$ cat src/rtl/div_pkg.sv
// Shared types, constants and helpers for the iterative RV32M divider.
// Optional build macro: DIV_SPECIAL_FAST_EN (consumed in div_unit.sv).
package div_pkg;

   localparam int DIV_W = 32;

   // Operation encoding matches funct3[1:0] of the RV32M divide group.
   typedef enum logic [1:0] {
      DIV  = 2'b00,
      DIVU = 2'b01,
      REM  = 2'b10,
      REMU = 2'b11
   } div_op_e;

   typedef enum logic [1:0] {
      IDLE = 2'b00,
      CALC = 2'b01,
      DONE = 2'b10
   } div_state_e;

   localparam logic [DIV_W-1:0] DIV_BY_ZERO_Q = 32'hFFFFFFFF;
   localparam logic [DIV_W-1:0] INT_MIN       = 32'h80000000;

   // Magnitude of an operand; unsigned operations pass the value through.
   function automatic logic [DIV_W-1:0] abs_val(input logic [DIV_W-1:0] v,
                                                input logic             is_signed);
      return (is_signed && v[DIV_W-1]) ? (~v + 32'd1) : v;
   endfunction

   // Architecturally defined result for divide-by-zero and signed overflow.
   function automatic logic [DIV_W-1:0] special_result(input logic             div_zero,
                                                       input logic             is_rem,
                                                       input logic [DIV_W-1:0] dividend);
      if (div_zero)
         return is_rem ? dividend : DIV_BY_ZERO_Q;
      else
         return is_rem ? '0 : INT_MIN;
   endfunction

endpackage

$ cat src/rtl/div_step.sv
// One radix-2 restoring division iteration, purely combinational.
// The {remainder, dividend} pair shifts left one bit, the divisor is
// trial-subtracted, and the resulting quotient bit enters the dividend LSB.
module div_step
   import div_pkg::*;
(
   input  logic [DIV_W-1:0] rem_i,
   input  logic [DIV_W-1:0] dvd_i,
   input  logic [DIV_W-1:0] dsr_i,
   output logic [DIV_W-1:0] rem_o,
   output logic [DIV_W-1:0] dvd_o
);

   logic [DIV_W:0]   shifted;
   logic [DIV_W+1:0] trial;
   logic             q_bit;

   // Trial subtraction with two guard bits so the borrow is unambiguous.
   always_comb begin
      shifted = {rem_i, dvd_i[DIV_W-1]};
      trial   = {1'b0, shifted} - {2'b00, dsr_i};
      q_bit   = ~trial[DIV_W+1];
      // The kept remainder is always below the divisor, so 32 bits suffice.
      rem_o   = q_bit ? trial[DIV_W-1:0] : shifted[DIV_W-1:0];
      dvd_o   = {dvd_i[DIV_W-2:0], q_bit};
   end

endmodule

$ cat src/rtl/div_unit.sv
// Iterative 32-bit RV32M divider (DIV/DIVU/REM/REMU) with valid/ready
// handshakes on both sides. Works on magnitudes and fixes signs at the end.
// Optional build macro: DIV_SPECIAL_FAST_EN - divide-by-zero and signed
// overflow jump straight from IDLE to DONE instead of iterating 32 cycles.
module div_unit
   import div_pkg::*;
(
   input  logic              i_clk,
   input  logic              i_reset,
   input  logic              i_valid,
   output logic              o_ready,
   input  logic [DIV_W-1:0]  i_op_a,
   input  logic [DIV_W-1:0]  i_op_b,
   input  logic [1:0]        i_div_op,
   output logic              o_valid,
   input  logic              i_ready,
   output logic [DIV_W-1:0]  o_div_data
);

   div_state_e       state_q, state_d;
   logic [4:0]       cnt_q;
   logic [DIV_W-1:0] rem_q;
   logic [DIV_W-1:0] dvd_q;
   logic [DIV_W-1:0] dsr_q;
   logic [DIV_W-1:0] a_q;
   logic [DIV_W-1:0] result_q;
   logic             is_rem_q;
   logic             neg_quo_q;
   logic             neg_rem_q;
   logic             zero_q;
   logic             ovf_q;

   logic             in_signed;
   logic             in_rem;
   logic             in_zero;
   logic             in_ovf;
   logic             in_special;

   logic [DIV_W-1:0] step_rem;
   logic [DIV_W-1:0] step_dvd;
   logic [DIV_W-1:0] quo_fix;
   logic [DIV_W-1:0] rem_fix;
   logic [DIV_W-1:0] calc_result;

   // Decode the incoming request: signedness, result select, special cases.
   always_comb begin
      in_signed  = (i_div_op == DIV) || (i_div_op == REM);
      in_rem     = (i_div_op == REM) || (i_div_op == REMU);
      in_zero    = (i_op_b == '0);
      in_ovf     = in_signed && (i_op_a == INT_MIN) && (i_op_b == DIV_BY_ZERO_Q);
      in_special = in_zero || in_ovf;
   end

   div_step u_step (
      .rem_i (rem_q),
      .dvd_i (dvd_q),
      .dsr_i (dsr_q),
      .rem_o (step_rem),
      .dvd_o (step_dvd)
   );

   // Final-step result: sign fix-up, then special-case override.
   always_comb begin
      quo_fix = neg_quo_q ? (~step_dvd + 32'd1) : step_dvd;
      rem_fix = neg_rem_q ? (~step_rem + 32'd1) : step_rem;
      if (zero_q || ovf_q)
         calc_result = special_result(zero_q, is_rem_q, a_q);
      else
         calc_result = is_rem_q ? rem_fix : quo_fix;
   end

   // FSM state register.
   always_ff @(posedge i_clk or posedge i_reset) begin
      if (i_reset) state_q <= IDLE;
      else         state_q <= state_d;
   end

   // FSM next state and handshake outputs.
   always_comb begin
      state_d = state_q;
      o_ready = 1'b0;
      o_valid = 1'b0;
      case (state_q)
         IDLE: begin
            o_ready = 1'b1;
            if (i_valid) begin
`ifdef DIV_SPECIAL_FAST_EN
               state_d = in_special ? DONE : CALC;
`else
               state_d = CALC;
`endif
            end
         end
         CALC: begin
            if (cnt_q == 5'd0) state_d = DONE;
         end
         DONE: begin
            o_valid = 1'b1;
            if (i_ready) state_d = IDLE;
         end
         default: state_d = IDLE;
      endcase
   end

   // Datapath: operand capture on accept, one iteration per CALC cycle.
   always_ff @(posedge i_clk or posedge i_reset) begin
      if (i_reset) begin
         cnt_q     <= '0;
         rem_q     <= '0;
         dvd_q     <= '0;
         dsr_q     <= '0;
         a_q       <= '0;
         result_q  <= '0;
         is_rem_q  <= 1'b0;
         neg_quo_q <= 1'b0;
         neg_rem_q <= 1'b0;
         zero_q    <= 1'b0;
         ovf_q     <= 1'b0;
      end else begin
         case (state_q)
            IDLE: begin
               if (i_valid) begin
                  cnt_q     <= 5'd31;
                  rem_q     <= '0;
                  dvd_q     <= abs_val(i_op_a, in_signed);
                  dsr_q     <= abs_val(i_op_b, in_signed);
                  a_q       <= i_op_a;
                  is_rem_q  <= in_rem;
                  neg_quo_q <= in_signed && (i_op_a[DIV_W-1] ^ i_op_b[DIV_W-1]);
                  neg_rem_q <= in_signed && i_op_a[DIV_W-1];
                  zero_q    <= in_zero;
                  ovf_q     <= in_ovf;
`ifdef DIV_SPECIAL_FAST_EN
                  if (in_special)
                     result_q <= special_result(in_zero, in_rem, i_op_a);
`endif
               end
            end
            CALC: begin
               rem_q <= step_rem;
               dvd_q <= step_dvd;
               cnt_q <= cnt_q - 5'd1;
               if (cnt_q == 5'd0) result_q <= calc_result;
            end
            default: ;
         endcase
      end
   end

   assign o_div_data = result_q;

endmodule
$ cat config.mk
export PLATFORM = sky130hd
export DESIGN_NAME = div_unit
export DESIGN_NICKNAME = d
export VERILOG_FILES = /design/src/rtl/div_pkg.sv /design/src/rtl/div_step.sv /design/src/rtl/div_unit.sv
export SDC_FILE = /design/constraint.sdc
export NUM_CORES = 1
export LEC_CHECK = 0
export ABC_AREA = 0
export BUFFER_PORTS_ARGS = -buffer_cell sky130_fd_sc_hd__buf_2
export CAP_MARGIN = 20
export CORE_MARGIN = 4
export CORE_UTILIZATION = 57
export DETAILED_ROUTE_END_ITERATION = 8
export PLACE_DENSITY = 0.8
export SYNTH_ARGS = -nofsm -noshare
export SYNTH_HDL_FRONTEND = slang
export SYNTH_SLANG_ARGS = --single-unit
$ cat constraint.sdc
create_clock -name i_clk -period 6.55 [get_ports i_clk]
set_input_delay 0.3275 -clock i_clk [delete_from_list [all_inputs] [get_ports i_clk]]
set_output_delay 0.3275 -clock i_clk [all_outputs]
set_load 0.01 [all_outputs]
=== Yosys cells after proc, flatten, opt, wreduce, memory -nomap -nowiden ===
Index checks and enable logic that the tools add are counted.

* Register bits: 172
* Bits of input ports: 70
* Output and inout port bits: 34
* Logic and storage cells: 72

* $add $sub $neg: 6
* Eq/ne operators: 9
* Multiplexer cells: 22
* Bitwise logic cells: 6
* Reduce and logical (&&, ||, !) cells: 17

{| class="wikitable"
|+ Operator list
! operator !! count
|-
| $mux 32 || 12
|-
| $add 32x1->32 const B || 4
|-
| $not 32->32 || 4
|-
| $pmux 32 s2 || 2
|-
| $eq 32x32->1 const B || 2
|-
| $sub 33x32->34 || 1
|-
| $logic_not 32->1 || 1
|-
| $pmux 5 s2 || 1
|-
| $eq 2x2->1 const B || 3
|-
| $mux 2 || 3
|-
| $ne 2x2->1 const B || 3
|-
| $pmux 2 s3 || 1
|-
| $reduce_and 2->1 || 3
|-
| $logic_and 1x1->1 || 5
|-
| $logic_not 5->1 || 1
|-
| $mux 5 || 1
|-
| $sub 5x1->5 const B || 1
|-
| $logic_not 2->1 || 2
|-
| $logic_or 1x1->1 || 3
|-
| $reduce_and 3->1 || 1
|-
| $eq 2x1->1 const B || 1
|-
| $mux 1 || 2
|-
| $reduce_bool 2->1 || 1
|-
| $not 1->1 || 1
|-
| $xor 1x1->1 || 1
|}

=== Logic depth before layout (Yosys ltp) ===
Gate-level depths: netlist (run 1).

* Depth in word-level cells: 7
* Depth in mapped cells: 24
* Mapped depth without buffers: 19

=== Modules after synthesis ===
A second synthesis (run 1) with hierarchy kept.

* Cell total of the unflattened synthesis: 1619
* Area total of the unflattened synthesis: 12719.7 um2

{| class="wikitable"
|+ By module, submodules not included
! module !! instances !! cells an instance !! area an instance (um2) !! sequential area each (um2)
|-
| div_unit || 1 || 1215 || 10105.9 || 4304.1
|-
| div_step || 1 || 404 || 2613.8 || 0.0
|}

=== Worst setup path after synthesis (run 1) ===
OpenSTA, ideal clock, no wires.

* Path type: register -> register
* Start: register rem_q[0]
* End: register result_q[24], in the netlist o_div_data[24]
* Setup time: 0.084 ns
* Arrival: 4.575 ns
* Required time: 6.466 ns
* Setup slack: 1.891 ns
* Cell stages (with the launch flop): 23
* Path buffers: 4
* Clock period less this slack: 4.659 ns
* Cell sequence: dfrtp_1 > ha_1 > nand2b_4 > a211oi_4 > o2111ai_2 > a31oi_2 > or2_1 > buf_6 > buf_2 > buf_6 > buf_2 > nand2_1 > o21ai_0 > ha_1 > nand2_1 > or3_1 > nor3_1 > mux2i_1 > nand4b_2 > o41ai_1 > xor2_1 > nand2_1 > a41oi_2

* Cells in the longest elaborated chain, start to end: 7
* Elaborated cells between the ends (all ways): 11
* Those cells by class: 3 x add/sub; 5 x mux; 3 x bitwise

{| class="wikitable"
|+ RTL lines
! what !! line !! source
|-
| start, declared || div_unit.sv:22 || <nowiki>logic [DIV_W-1:0] rem_q;</nowiki>
|-
| start signal, assigned || div_unit.sv:140 || <nowiki>rem_q <= step_rem;</nowiki>
|-
| $sub 33x32->34 || div_step.sv:21 || <nowiki>trial = {1'b0, shifted} - {2'b00, dsr_i};</nowiki>
|-
| $mux 32 / $not 1->1 (equally long branches) || div_step.sv:24, div_step.sv:22 ||
|-
| $not 32->32, on equally long branches || div_unit.sv:65, div_unit.sv:64 ||
|-
| $add 32x1->32, on equally long branches || div_unit.sv:65, div_unit.sv:64 ||
|-
| $mux 32, on equally long branches || div_unit.sv:65, div_unit.sv:64 ||
|-
| $mux 32 * || div_unit.sv:69 || <nowiki>calc_result = is_rem_q ? rem_fix : quo_fix;</nowiki>
|-
| $mux 32 * || div_unit.sv:66 || <nowiki>if (zero_q || ovf_q)</nowiki>
|-
| end signal, assigned || div_unit.sv:143 || <nowiki>if (cnt_q == 5'd0) result_q <= calc_result;</nowiki>
|-
| end, declared || div_unit.sv:26 || <nowiki>logic [DIV_W-1:0] result_q;</nowiki>
|}

Mark *: on every way between the ends. The rest lies on a longest branch, timed or not.
A chain may end at the register's enable or synchronous reset.

=== Final worst setup path (run 1) ===
* Start: register rem_q[5]
* End: register result_q[24], in the netlist o_div_data[24]

Same word-level chain as after synthesis.

==> run_results.csv, run 1 <==
group,metric,value,unit
critical_path,crit_fanout,29,
route,first_pass_iters,6,
route,drt_wl_total,39630,um
critical_path,ff2ff_path_depth,18,
cts,cts.sinks,172,
yosys,synthTopCellsByCount,"251 x nand2_1, 184 x o21ai_0, 172 x dfrtp_1, 93 x nor2_1, 75 x a21oi_1",
grt,grt.total_usage,30.63,%
yosys,synth_edf_count,0,
floorplan,core_area,22570,sq um
floorplan,start_util,57.62,%
grt,grt_pass1_vias,11910,
yosys,yosysWarningCount,0,
sta,final-setup-viol-count,0,
sta,final_hold_viol_count,0,
worst_hold_path,hold_path.class,"in2reg",
cts,root_buffer,"clkbuf_16",
worst_hold_path,min_to,"state_q[1]",
layout,fill_cells,1970,
critical_path,worst_setup_path_end_kind,"flop",
yosys,synth.area.mux_share,2.088,%
cts,h-tree-depth,4,
yosys,yosysTopAreaCell,"dfrtp_1",
yosys,async_reset_ff_share,100.0,%
critical_path,startpoint_type,"flop",
job,max_cap_viol_count,0,
critical_path,r2r_end,"o_div_data[24]",
sta,rsz0062_at_grt,"no",
cts,cts_buffer_depth,2,
yosys,synth_xor_area_share,8.822,%
yosys,yosysSeqAreaShare,33.09,%
critical_path,r2r_slack,1.04,ns
yosys,synth_top_area_share,33.09,%
placed_design,portBuffers,103,
worst_hold_path,hold_start,"i_ready",
yosys,synth_compound_area_share,25.92,%
sta,period_needed,5.508,ns
yosys,synthAdderAreaFrac,3.906,%
floorplan,fp.dieH,159.1,um
yosys,synth_area,13010,sq um
route,vias,12770,
yosys,syn_avg_cell_area,8.083,sq um
sta,skew,0.01530,ns
layout,diodes,0,
placed_design,gp_congestion,0.9572,
placed_design,dp_hpwl,28960,um
floorplan,die_area,25300,sq um
grt,grt_max_degree,106,
sta,fin_crit_sh,84.09,%
cts,cts_tree,"done",
critical_path,timing_worst_setup_path_type,"reg2reg",
floorplan,ioPinCount,104,
layout,area_growth,8.927,%
yosys,yosys.area_share.simple,20.88,%
layout,layout-drive-gt1-share,12.02,%
yosys,netlist_instances,1609,
floorplan,dieWidth,159.1,um
layout,layout.nets,1761,
layout,multi_input_comb_area,8034,sq um
cts,clkLatencyLatePin,0.45,ns
cts,cts_made_buffers,17,
yosys,synth_cell_types,99,
yosys,yosysMostFrequentCell,"nand2_1",
yosys,synthesis.nets,1719,
grt,grt_overflow,0,
yosys,synthTopCellsByArea,"dfrtp_1 33%, nand2_1 7.2%, o21ai_0 7.1%",
sta,setup_ws,1.042,ns
yosys,synthFlopType,"dfrtp_1",
route,first_iter_violations,1399,
floorplan,num_rows,55,
sta,drv_slew,0,
critical_path,cp.required,6.92,ns
sta,slew_headroom,28.12,%
yosys,synth_top_family_by_area,"compound AO/OA/AOI/OAI gates",
placed_design,pre_cts_slack,1.277,ns
critical_path,reg2reg_from,"rem_q[5]",
cts,post_cts_buffers,0,
sta,fin_tns_setup,0,ns
status,status,"completed",
yosys,ys_seq_elements,172,
sta,fmax,181.6,MHz
cts,cts_resized,0,
route,drc,0,
sta,holdWs,0.07927,ns
sta,worst_pin_slew,1.078,ns
route,wl_per_cell,20.33,um
worst_hold_path,whs_path_depth,2,
cts,cts_hold_buffers,0,
grt,antenna_found_initial,0,
critical_path,crit_arrival,5.88,ns
cts,path_clk_slew,0.08,ns
grt,grt_pass1_wl,64010,um
layout,seq_area,4305,sq um
route,ant_nets,0,
route,via_per_inst,6.551,
-- layer usage --
metal | routed length [um] | vias to the layer above | track usage [%]
li1 | - | 5922 | -
met1 | 17110 | 6079 | 44.33
met2 | 18040 | 675 | 47.90
met3 | 3343 | 92 | 4.608
met4 | 1137 | 0 | 9.152
met5 | 0 | - | 0
-- per-stage QoR --
stage                     instances  utilization [%]  cell area [sq um]
after global placement         1916            60.08              13560
after global routing           1949            62.77              14170
after floorplan                1609                -              13010
after detailed placement       1916            60.08              13560
after CTS                      1948            62.68              14150
final                          1949            62.77              14170
-- cell type report --
cell class | count | share of cell area (%)
Multi-Input combinational cell | 1278 | 56.71
Clock buffer | 18 | 3.100
Tap cell | 285 | 2.517
Clock inverter | 14 | 1.033
Timing Repair Buffer | 118 | 4.522
Inverter | 64 | 1.731
Sequential cell | 172 | 30.39
-- logic make-up (layout without fill, tap and decap cells) --
kind of cell	Yosys count	count (layout)
AND/OR/NAND/NOR	569	569
AO/OA/AOI/OAI	511	511
flip-flops	172	172
buffers and inverters	159	214
XOR/XNOR	131	131
adder cells (fa/ha/maj)	40	40
multiplexers	27	27
-- sequential cells by signal (all words and copies together), names as in the netlist --
| signal | flops |
|---|---|
| ovf_q | 1 |
| rem_q | 32 |
| is_rem_q | 1 |
| zero_q | 1 |
| neg_quo_q | 1 |
| state_q | 2 |
| dvd_q | 32 |
| dsr_q | 32 |
| o_div_data | 32 |
| neg_rem_q | 1 |
| cnt_q | 5 |
| a_q | 32 |
-- critical path, stage by stage, from the launching register on --
cell	delay [ns]
dfrtp_1	0.46
ha_1	0.40
a21oi_1	0.19
o21ai_1	0.13
a21oi_1	0.36
a31oi_2	0.27
or2_2	0.46
inv_2	0.42
mux2i_1	0.41
ha_1	0.26
nand2_1	0.09
or3_1	0.37
nor3_1	0.18
mux2i_1	0.24
nand4b_2	0.31
o41ai_1	0.41
xor2_1	0.19
nand2_1	0.08
a41oi_2	0.19
-- how the worst max path moves through the flow --
stage / from / to / slack [ns]
2_1_floorplan: i_reset / a_q[0] / 1.56
3_3_place_gp: rem_q[17] / o_div_data[24] / 1.49
3_5_place_dp: rem_q[7] / o_div_data[24] / 1.28
4_1_cts: rem_q[7] / o_div_data[24] / 1.21
5_1_grt: rem_q[10] / o_div_data[24] / 0.71
6_report: rem_q[5] / o_div_data[24] / 1.04
-- cell usage in the layout, fill, tap and decap left out, types with 25 or more instances in the layout --
cell	instances
buf_2	103
o31ai_1	25
o21ai_1	25
dfrtp_1	171
inv_1	62
a21oi_1	75
nor2_1	92
ha_1	39
or3_1	30
mux2i_1	26
nand2_1	250
nand3_1	43
xor2_1	68
o21ai_0	184
a22oi_1	33
nor3_1	36
xnor2_1	63
Power of run 1 is not shown: default switching activity piles up to over one toggle a cycle in this logic, so the estimate is an artifact.
==> run 2, diff against run 1 <==
==> constraint.sdc (replaced) <==
create_clock -name i_clk -period 5.6 [get_ports i_clk]
set_input_delay 0.28 -clock i_clk [delete_from_list [all_inputs] [get_ports i_clk]]
set_output_delay 0.28 -clock i_clk [all_outputs]
set_load 0.01 [all_outputs]
==> run 2 against run 1 <==
- cell area grew 0.33%
- cell count grew 0.10%
- sequential share of layout area decreased by 0.099 points
- core utilization rose by 0.21 points
- worst hold slack got worse by 0.056 ns
- global-route usage grew 0.87 points
- wire length increased by 2.8%
- via count barely moved
- setup slack lost 0.52 ns
- non-clock buffer count increased by 2
- sequential cell count did not move
- clock skew decreased by 0.0027 ns
==> run_results.csv, run 2 (synthesis results as in run 1) <==
group,metric,value,unit
placed_design,portBuffers,103,
critical_path,max_stage_delay,0.62,ns
worst_hold_path,min_to,"state_q[1]",
critical_path,r2r_slack,0.52,ns
cts,cts_made_buffers,17,
sta,fin_crit_sh,90.73,%
route,ant_nets,0,
sta,final_hold_viol_count,0,
grt,grt_pass1_vias,12050,
floorplan,dieWidth,159.1,um
layout,layout-drive-gt1-share,12.06,%
placed_design,dp_hpwl,29860,um
critical_path,crit_arrival,5.41,ns
sta,fin_tns_setup,0,ns
critical_path,startpoint,"rem_q[16]",
route,vias,12780,
cts,cts_tree,"done",
route,wl_per_cell,20.87,um
sta,worst_pin_slew,1.160,ns
job,max_cap_viol_count,0,
layout,final_cell_area,14210,sq um
cts,clkLatencyLatePin,0.45,ns
grt,grt_overflow,0,
route,drc,0,
sta,slew_headroom,20.66,%
sta,skew,0.01259,ns
grt,grt_pass1_wl,65560,um
worst_hold_path,whs_path_depth,2,
grt,grt_max_degree,85,
layout,diodes,0,
route,drt_wl_total,40730,um
critical_path,worst_setup_path_end_kind,"flop",
critical_path,r2r_end,"o_div_data[30]",
floorplan,start_util,57.62,%
critical_path,reg2reg_from,"rem_q[16]",
critical_path,crit_fanout,14,
route,first_iter_violations,1466,
layout,layout.nets,1763,
critical_path,cp.required,5.93,ns
sta,fmax,196.8,MHz
critical_path,cp_slowest_cell,"ha_1",
cts,cts.sinks,172,
cts,cts_buffer_depth,2,
status,status,"completed",
route,via_per_inst,6.550,
layout,final_common_cell,"nand2_1",
floorplan,die_area,25300,sq um
sta,period_needed,5.081,ns
cts,h-tree-depth,4,
floorplan,ioPinCount,104,
grt,antenna_found_initial,0,
critical_path,startpoint_type,"flop",
floorplan,core_area,22570,sq um
worst_hold_path,hold_path.class,"in2reg",
sta,rsz0062_at_grt,"no",
placed_design,dpl-instance-area,13570,sq um
critical_path,timing_worst_setup_path_type,"reg2reg",
cts,post_cts_buffers,0,
floorplan,fp.dieH,159.1,um
grt,grt.total_usage,31.50,%
placed_design,gp_congestion,0.9672,
layout,layout_common_cells,"250 x nand2_1, 184 x o21ai_0, 171 x dfrtp_1",
sta,final-setup-viol-count,0,
route,first_pass_iters,6,
worst_hold_path,hold_start,"i_ready",
critical_path,crit_chain,"ha_1 > nand4_1 > nor2_1 > a41oi_1 > a31oi_2 > or2_2 > inv_2 > mux2i_1 > ha_1 > nand2_1 > or3_1 > nor3_1 > mux2i_1 > nand4b_2 > nor3_1 > a21oi_1 > xnor2_1 > a221o_1",
cts,path_clk_slew,0.07,ns
layout,area_growth,9.283,%
sta,drv_slew,0,
floorplan,num_rows,55,
critical_path,ff2ff_path_depth,18,
cts,root_buffer,"clkbuf_16",
[run 2: per-layer routing]
layer  part of all wire (%)  global-route usage, %  up-vias
met2                     45                  48.41      630
met1                     44                  46.33     6137
li1                       -                      -     5923
met3                    7.9                  4.116       89
met5                      0                      0        -
met4                    2.9                  10.34        0
[run 2: worst max-delay path by stage]
stage                     endpoint  depth (start not counted)
finish              o_div_data[30]                         18
global route        o_div_data[24]                         17
CTS                 o_div_data[10]                         19
detailed placement  o_div_data[30]                         18
global placement    o_div_data[22]                         17
floorplan                   a_q[0]                          1
[run 2: layout make-up]
class                      count  area, sq um
multi-input combinational   1278         8034
clock buffer                  18        439.2
fill                        1999         8358
timing repair buffer         120        658.1
inverter                      64        245.2
sequential                   172         4305
tap                          285        356.6
clock inverter                14        175.2
[run 2: per-stage QoR]
step	worst slack [ns]	util (%)	std cells	hold slack [ns]
finish	0.5189	62.97	1951	0.02350
global placement	0.8491	60.12	1917	0.4094
global route	0.07871	62.97	1951	0.04011
floorplan	0.6599	-	1609	0.3758
detailed placement	0.7095	60.12	1917	0.4126
CTS	0.6746	62.88	1950	0.02262
[run 2: worst max-delay path: cells and delay by family (launching register included)]
family                     cells  cell delay [ns]
AOI/OAI and AO/OA              4             1.03
xor gates and xnor gates       1             0.16
adders and majority gates      2             0.87
buffers and inverters          1             0.05
DFF                            1             0.47
muxes                          2             0.42
and+or+nand+nor                8             1.96
[run 2: what timing repair did]
item | in CTS | in global routing
endpoints found under the hold margin | 58 | 0
gates resized for setup | 0 | 0
endpoints found under the setup margin | 0 | 0
hold buffers | 1 | 0
Power of run 2 is left out for the same reason.
